===== config.mk =====
export PLATFORM = sky130hd
export DESIGN_NAME = pc_gen_bp
export DESIGN_NICKNAME = d
export VERILOG_FILES = /design/src/rtl/if_pkg.sv /design/src/rtl/pc_btb.sv /design/src/rtl/pc_gen_bp.sv
export SDC_FILE = /design/constraint.sdc
export NUM_CORES = 1
export LEC_CHECK = 0
export ABC_AREA = 1
export BUFFER_PORTS_ARGS = -buffer_cell sky130_fd_sc_hd__buf_2
export CORE_MARGIN = 1.5
export CORE_UTILIZATION = 37
export CTS_CLUSTER_DIAMETER = 60
export DETAILED_ROUTE_END_ITERATION = 12
export GPL_TIMING_DRIVEN = 0
export MAX_ROUTING_LAYER = met4
export PLACE_DENSITY = 0.81
export SYNTH_ARGS = -nofsm -noshare
export SYNTH_HDL_FRONTEND = slang
export SYNTH_SLANG_ARGS = --single-unit

===== constraint.sdc =====
create_clock -name clk -period 1.55 [get_ports clk]
set_clock_uncertainty 0.15 [all_clocks]
set_input_delay 0.0775 -clock clk [delete_from_list [all_inputs] [get_ports clk]]
set_output_delay 0.0775 -clock clk [all_outputs]
set_load 0.02 [all_outputs]

===== src/rtl/if_pkg.sv =====
// Shared fetch-stage definitions: default widths, BTB entry layout and 2-bit
// direction counter encodings with their saturating update helper.
package if_pkg;

  localparam int          XLEN_DEF         = 32;
  localparam logic [31:0] RESET_VECTOR_DEF = 32'h0000_0000;

  // Widest PC the entry layout can carry; narrower fields are zero-extended.
  localparam int XLEN_MAX = 64;

  localparam logic [1:0] SNT = 2'b00;
  localparam logic [1:0] WNT = 2'b01;
  localparam logic [1:0] WT  = 2'b10;
  localparam logic [1:0] ST  = 2'b11;

  typedef struct packed {
    logic                valid;
    logic [XLEN_MAX-1:0] tag;
    logic [1:0]          ctr;
    logic [XLEN_MAX-1:0] target;
  } btb_entry_t;

  function automatic logic [1:0] ctr_next(input logic [1:0] ctr, input logic taken);
    if (taken) return (ctr == ST)  ? ST  : ctr + 2'd1;
    else       return (ctr == SNT) ? SNT : ctr - 2'd1;
  endfunction

endpackage


===== src/rtl/pc_btb.sv =====
// Direct-mapped branch target buffer with 2-bit direction counters.
// One combinational lookup port and one registered update port.
module pc_btb
  import if_pkg::*;
#(
  parameter int XLEN        = XLEN_DEF,
  parameter int BTB_ENTRIES = 16
) (
  input  logic            clk,
  input  logic            rst,
  input  logic [XLEN-1:2] lk_pc,
  output logic            lk_taken,
  output logic [XLEN-1:0] lk_target,
  input  logic            upd_valid,
  input  logic [XLEN-1:2] upd_pc,
  input  logic [XLEN-1:0] upd_target,
  input  logic            upd_taken
);

  localparam int IDX   = $clog2(BTB_ENTRIES);
  localparam int TAG_W = XLEN - IDX - 2;

  logic [BTB_ENTRIES-1:0] valid_q;
  logic [TAG_W-1:0]       tag_mem [BTB_ENTRIES];
  logic [1:0]             ctr_mem [BTB_ENTRIES];
  logic [XLEN-1:0]        tgt_mem [BTB_ENTRIES];

  logic [IDX-1:0] lk_idx, up_idx;
  logic [TAG_W-1:0] lk_tag, up_tag;
  btb_entry_t lk_e, up_e, up_n;
  logic up_hit, upd_we;
  logic unused_bits;

  assign lk_idx = lk_pc[IDX+1:2];
  assign lk_tag = lk_pc[XLEN-1:IDX+2];
  assign up_idx = upd_pc[IDX+1:2];
  assign up_tag = upd_pc[XLEN-1:IDX+2];

  // NOTE: combinational blocks use blocking '=' and give every output a
  // default first, so no path leaves a variable unassigned (no latch).
  always_comb begin
    lk_e = '{valid:  valid_q[lk_idx],
             tag:    XLEN_MAX'(tag_mem[lk_idx]),
             ctr:    ctr_mem[lk_idx],
             target: XLEN_MAX'(tgt_mem[lk_idx])};
    lk_taken  = lk_e.valid && (lk_e.tag == XLEN_MAX'(lk_tag)) && lk_e.ctr[1];
    lk_target = lk_e.target[XLEN-1:0];
  end

  always_comb begin
    up_e = '{valid:  valid_q[up_idx],
             tag:    XLEN_MAX'(tag_mem[up_idx]),
             ctr:    ctr_mem[up_idx],
             target: XLEN_MAX'(tgt_mem[up_idx])};
    up_hit = up_e.valid && (up_e.tag == XLEN_MAX'(up_tag));
    up_n   = up_e;
    upd_we = 1'b0;
    if (upd_valid && rst) begin
      if (up_hit) begin
        upd_we     = 1'b1;
        up_n.ctr   = ctr_next(up_e.ctr, upd_taken);
        if (upd_taken) up_n.target = XLEN_MAX'(upd_target);
      end else if (upd_taken) begin
        upd_we = 1'b1;
        up_n   = '{valid: 1'b1, tag: XLEN_MAX'(up_tag), ctr: WT,
                   target: XLEN_MAX'(upd_target)};
      end
    end
  end

  // NOTE: sequential state is written with non-blocking '<=' so every
  // register samples the pre-edge values regardless of block ordering.
  always_ff @(posedge clk) begin
    if (!rst)        valid_q         <= '0;
    else if (upd_we) valid_q[up_idx] <= 1'b1;
  end

  // NOTE: the table payload is deliberately not reset; valid_q alone
  // qualifies it, which keeps the arrays as plain RAM-style storage.
  always_ff @(posedge clk) begin
    if (upd_we) begin
      tag_mem[up_idx] <= up_n.tag[TAG_W-1:0];
      ctr_mem[up_idx] <= up_n.ctr;
      tgt_mem[up_idx] <= up_n.target[XLEN-1:0];
    end
  end

  assign unused_bits = ^{lk_e, up_n};

endmodule


===== src/rtl/pc_gen_bp.sv =====
// Fetch-stage PC generator with optional BTB-based branch prediction.
// Define PC_GEN_BTB_EN to build the BTB and predictor; otherwise fetch is sequential.
module pc_gen_bp
  import if_pkg::*;
#(
  parameter int              XLEN         = XLEN_DEF,
  parameter logic [XLEN-1:0] RESET_VECTOR = XLEN'(RESET_VECTOR_DEF),
  parameter int              BTB_ENTRIES  = 16,
  parameter int              STALL_W      = 6
) (
  input  logic               clk,
  input  logic               rst,
  input  logic [STALL_W-1:0] stall,
  input  logic               redirect,
  input  logic [XLEN-1:0]    redirect_pc,
  input  logic               upd_valid,
  input  logic [XLEN-1:0]    upd_pc,
  input  logic [XLEN-1:0]    upd_target,
  input  logic               upd_taken,
  output logic               ce,
  output logic [XLEN-1:0]    pc,
  output logic               pred_taken,
  output logic [XLEN-1:0]    pred_target
);

  logic [XLEN-1:0] pc_seq, pc_next;
  logic unused_in;

  assign pc_seq = pc + XLEN'(4);

`ifdef PC_GEN_BTB_EN
  logic            btb_taken;
  logic [XLEN-1:0] btb_target;

  pc_btb #(.XLEN(XLEN), .BTB_ENTRIES(BTB_ENTRIES)) u_btb (
    .clk        (clk),
    .rst        (rst),
    .lk_pc      (pc[XLEN-1:2]),
    .lk_taken   (btb_taken),
    .lk_target  (btb_target),
    .upd_valid  (upd_valid),
    .upd_pc     (upd_pc[XLEN-1:2]),
    .upd_target (upd_target),
    .upd_taken  (upd_taken)
  );

  assign pred_taken  = btb_taken;
  assign pred_target = btb_taken ? btb_target : pc_seq;
  assign unused_in   = ^{stall, redirect_pc[1:0], upd_pc[1:0]};
`else
  assign pred_taken  = 1'b0;
  assign pred_target = pc_seq;
  assign unused_in   = ^{stall, redirect_pc[1:0], upd_valid, upd_pc, upd_target, upd_taken};
`endif

  always_comb begin
    pc_next = pc_seq;
    if (redirect)        pc_next = {redirect_pc[XLEN-1:2], 2'b00};
    else if (stall[0])   pc_next = pc;
    else if (pred_taken) pc_next = pred_target;
  end

  // ce comes up one edge after reset releases; pc sits on the vector until then.
  always_ff @(posedge clk) begin
    if (!rst) begin
      ce <= 1'b0;
      pc <= RESET_VECTOR;
    end else if (!ce) begin
      ce <= 1'b1;
      pc <= RESET_VECTOR;
    end else begin
      pc <= pc_next;
    end
  end

endmodule


# Yosys cells after proc, flatten, opt, wreduce, memory -nomap -nowiden
# Cells that the tools add are included.
totals:
  output_inout_bits: 66
  inputBits: 107
  wordCells: 12
  reg_bits: 33
op_classes:
  mux: 3
  eq_ne: 1
  n_bitwise: 2
  n_addsub: 1
  n_reduce_logical: 2
op_table:
  columns: ["op", "count"]
  rows:
  - ["32-bit 2-to-1 mux", 2]
  - ["32-bit by 3-bit adder with 32-bit output (second input constant)", 1]
  - ["3-bit OR reduction", 1]
  - ["2-bit by 1-bit inequality test with 1-bit output (second input constant)", 1]
  - ["1-bit NOT", 2]
  - ["2-bit AND reduction", 1]
  - ["1-bit 2-to-1 mux", 1]

# Depth between registers and ports, before layout
depth:
  depth_word: 3
  ltp_mapped: 10
  mapped_depth_nobuf: 10

# Worst setup path after synthesis
# No wires, ideal clock.
synth_timing:
  path_kind: "flip-flop to flip-flop"
  from: "reg pc[3]"
  to: "reg pc[14]"
  t_arrival_ps: 1742
  path_slack_ps: -413
  setup_ps: 71
  path_stages_with_launch: 9
  synth_period_minus_slack_ps: 1963
  cell_sequence: "dfxtp_1 -> ha_1 -> nand2_1 -> nor2_2 -> nand2_2 -> nor2_4 -> xor2_1 -> nand2_1 -> a21oi_1"
synth_between:
  elab_chain_len: 3
synth_lines:
  columns: ["item", "line", "text"]
  rows:
  - ["from (decl)", "pc_gen_bp.sv:21", "output logic [XLEN-1:0] pc,"]
  - ["from (signal assigned)", "pc_gen_bp.sv:72", "pc <= pc_next;"]
  - ["32-bit by 3-bit adder with 32-bit output", "pc_gen_bp.sv:29", "assign pc_seq = pc + XLEN'(4);"]
  - ["named net pred_target[14]", "pc_gen_bp.sv:23", "output logic [XLEN-1:0] pred_target"]
  - ["32-bit 2-to-1 mux", "pc_gen_bp.sv:59", "else if (stall[0]) pc_next = pc;"]
  - ["32-bit 2-to-1 mux", "pc_gen_bp.sv:58", "if (redirect) pc_next = {redirect_pc[XLEN-1:2], 2'b00};"]
# The timed path passes the listed nets, and every way through them passes these cells. The select of a mux whose other input is x is not followed.
# A chain may end at the register's enable or synchronous reset.

# Worst setup path in the final report
layout_timing:
  from: "reg pc[2]"
  to: "out pred_target[14]"
layout_between:
  elab_chain_len: 1
layout_lines:
  columns: ["item", "line"]
  rows:
  - ["32-bit by 3-bit adder with 32-bit output", "pc_gen_bp.sv:29"]
  - ["to (decl)", "pc_gen_bp.sv:23"]
# No other way between the ends.

==> flow_summary.ini <==
[critical_path]
arrival_ns = 1.79
worst-path-max-fanout = 4
required_ns = 1.32
endpoint_kind = output port
start_kind = register
crit_slowest_cell = dfxtp_4
critical_path_class = register to output port
crit_path_max_incr_delay_ns = 0.38
crit_chain = ha_4, nand2_4, nor2_4, nand2_4, buf_6, nor2_4, xor2_2, buf_6

[logic_synthesis]
syn-cell-area_mm2 = 0.00226
yosysUniqueCellTypes = 25
synth_top_area_cell = dfxtp_1
synth_seq_cells = 31
ys_warn_count = 0
synth.yosys.seq_area_share_pct = 27.4
synth_top_cell_area_share_pct = 27.4
avgSynthCellArea_um2 = 6.18
synthCells = 366
synthTopCellsByArea = dfxtp_1, nand2_1, inv_1

[sta]
report.final.slew_viol_count = 0
hold_violations = 2
setup_viol = 53
tightest_slew_ns = 0.737
max-slew-margin-rel_pct = 50.9
rsz0062_at_grt = yes
period_share_pct = 130
hold_ws_ns = -0.00269
finalCriticalPeriod_ns = 2.01
max_freq_ghz = 0.497
finalWorstSetupSlack_ns = -0.464

[global_routing]
grt_pass1_wl_um = 14000
use_met3_pct = 4.72
antenna_found_initial = 0
grt_max_degree = 11
overflow = 0
grt-busiest-layer = met2
grt.total_usage_pct = 29.0
grt_use_met2_pct = 48.3
grt_pass1_vias = 2970
grt.met1_usage_pct = 33.5

[detailed_routing]
drt-pass1-iter-count = 5
drc_errors = 0
wl_per_cell_um = 18.2
num_vias = 3233
ant_nets = 0
detail_route.wirelength_um = 10900
drt_iter0_markers = 287
via_per_inst = 5.42

[clock_tree]
clk_latency_ns = 0.30
tritoncts = yes
htree_levels = 2
root_buffer = clkbuf_8
cts_sinks = 31
clockBufferDepth = 2
cts_inserted_buffers = 5
clk_pin_slew_ns = 0.07

[final_layout]
fin_nets = 629
drive_above_1_share_pct = 55.6
area_growth_pct = 85.3
final_cell_area_mm2 = 0.00419
diodes = 0

[power_and_ir_drop]
p_comb_share_pct = 24.1
p_int_mw = 1.38
vdd_drop_max_mv = 0.339
p_clk_share_pct = 34.5
powerDensity_mw_per_mm2 = 496
power.switching_mw = 0.695
p_total_mw = 2.08
p_seq_share_pct = 41.4
leakagePower_nw = 1.94
switching_share_pct = 33.5

[floorplanning]
rows = 28
die_area_mm2 = 0.00659
die_h_um = 81.2
io_pins = 173
start_util_pct = 38.2
die_x_um = 81.2
core_area_mm2 = 0.00592

[run_status]
status = finished with violations
violations = negative hold slack, negative setup slack

[run]
cap_violations = 0

[place]
port_buffers = 94
hpwl_um = 5610
place_area_mm2 = 0.00305
gp_congestion = 0.920

[min_path]
min_path_type = input pin to register
==> cells in the final DEF, fill, tap and decap left out, types with 6 or more instances in the layout <==
cell	count
nor2_1	16
nand2_4	11
a31oi_1	7
nor2_2	8
clkbuf_8	6
buf_6	38
clkbuf_1	9
xor2_4	7
nand3_1	7
a22o_1	7
buf_2	70
a21oi_2	10
dfxtp_4	16
nand3_2	7
nand2_2	36
dlygate4sd3_1	10
nor2_4	16
o21ai_0	14
a21oi_1	11
inv_1	45
nand2_1	95
dfxtp_2	11
buf_4	29
==> synthesized netlist by cell type, drive strengths merged <==
master,instances
a21oi,21
a22o,7
a31o,2
a31oi,7
and2,4
buf,8
clkbuf,8
conb,1
dfxtp,31
ha,1
inv,48
nand2,142
nand3,16
nor2,40
o21ai,15
xnor2,4
xor2,11
==> per-layer routing <==
metal  share of wire, %  wire [um]
met5                  0          0
met4                5.0        539
met3                9.1        983
met2                 48       5230
met1                 38       4100
==> flip-flops by register name (all words and copies together), names as in the netlist <==
signal / count
ce: 1
pc: 30
==> path summary, 6_finish.rpt <==
| kind | start | endpoint | slack, ns | cells after the start |
|---|---|---|---|---|
| min | redirect_pc[2] | pc[2] | -0.003 | 4 |
| max | pc[2] | pred_target[14] | -0.46 | 8 |
| min reg2reg | pc[6] | pc[6] | 0.41 | 2 |
| max reg2reg | pc[2] | pc[20] | -0.41 | 10 |
==> per-stage QoR <==
step           util [%]  setup slack [ns]  hold slack, ns  TNS, ns  instances
2_1_floorplan         -            -0.145         -0.0448    -2.11        370
3_3_place_gp       51.5            -0.218          0.0448    -2.59        539
3_5_place_dp       51.5            -0.232          0.0548    -3.63        539
4_1_cts            64.1            -0.413        0.000948   -11.26        582
5_1_grt            70.8            -0.530          0.0267   -17.97        597
6_report           70.8            -0.464        -0.00269   -15.30        597
==> timing repair <==
action,CTS,global route
resized for setup,99,72
pin swaps,25,34
buffers inserted,25,18
hold buffers,10,0
setup endpoints to repair,45,54
hold endpoints to repair,10,0
==> kinds of logic after synthesis <==
group / synth area share (%)
AND/OR/NAND/NOR: 38.8
buffers and inverters: 11.6
AO/OA/AOI/OAI: 13.6
flip-flops: 27.4
XOR/XNOR: 7.80
adder cells (fa/ha/maj): 0.553
other: 0.166
==> layout make-up <==
type / instances / area [um^2]
plain buffers: 16 / 82.6
clock buffers: 7 / 86.3
clock inverters: 1 / 5.00
fillers: 423 / 1730
inverters: 48 / 184
multi-input cells: 275 / 1900
flip-flops and latches: 31 / 694
well taps: 75 / 93.8
repair buffers: 144 / 1140
==> power groups by stage <==
| stage | clock, mW | sequential (mW) | combinational (mW) |
|---|---|---|---|
| 2_1_floorplan | 0 | 0.911 | 0.202 |
| 3_3_place_gp | 0 | 0.885 | 0.362 |
| 3_5_place_dp | 0 | 0.887 | 0.367 |
| 4_1_cts | 0.690 | 0.862 | 0.433 |
| 5_1_grt | 0.735 | 0.862 | 0.532 |
| 6_report | 0.716 | 0.860 | 0.500 |
==> critical path: cells and delay by family, from the launching register on <==
family,cells,cell delay (ns)
DFF,1,0.38
and+or+nand+nor,4,0.43
adders and majority gates,1,0.17
xor gates and xnor gates,1,0.22
buffers and inverters,2,0.29
Power figures use the tool's default switching activity.
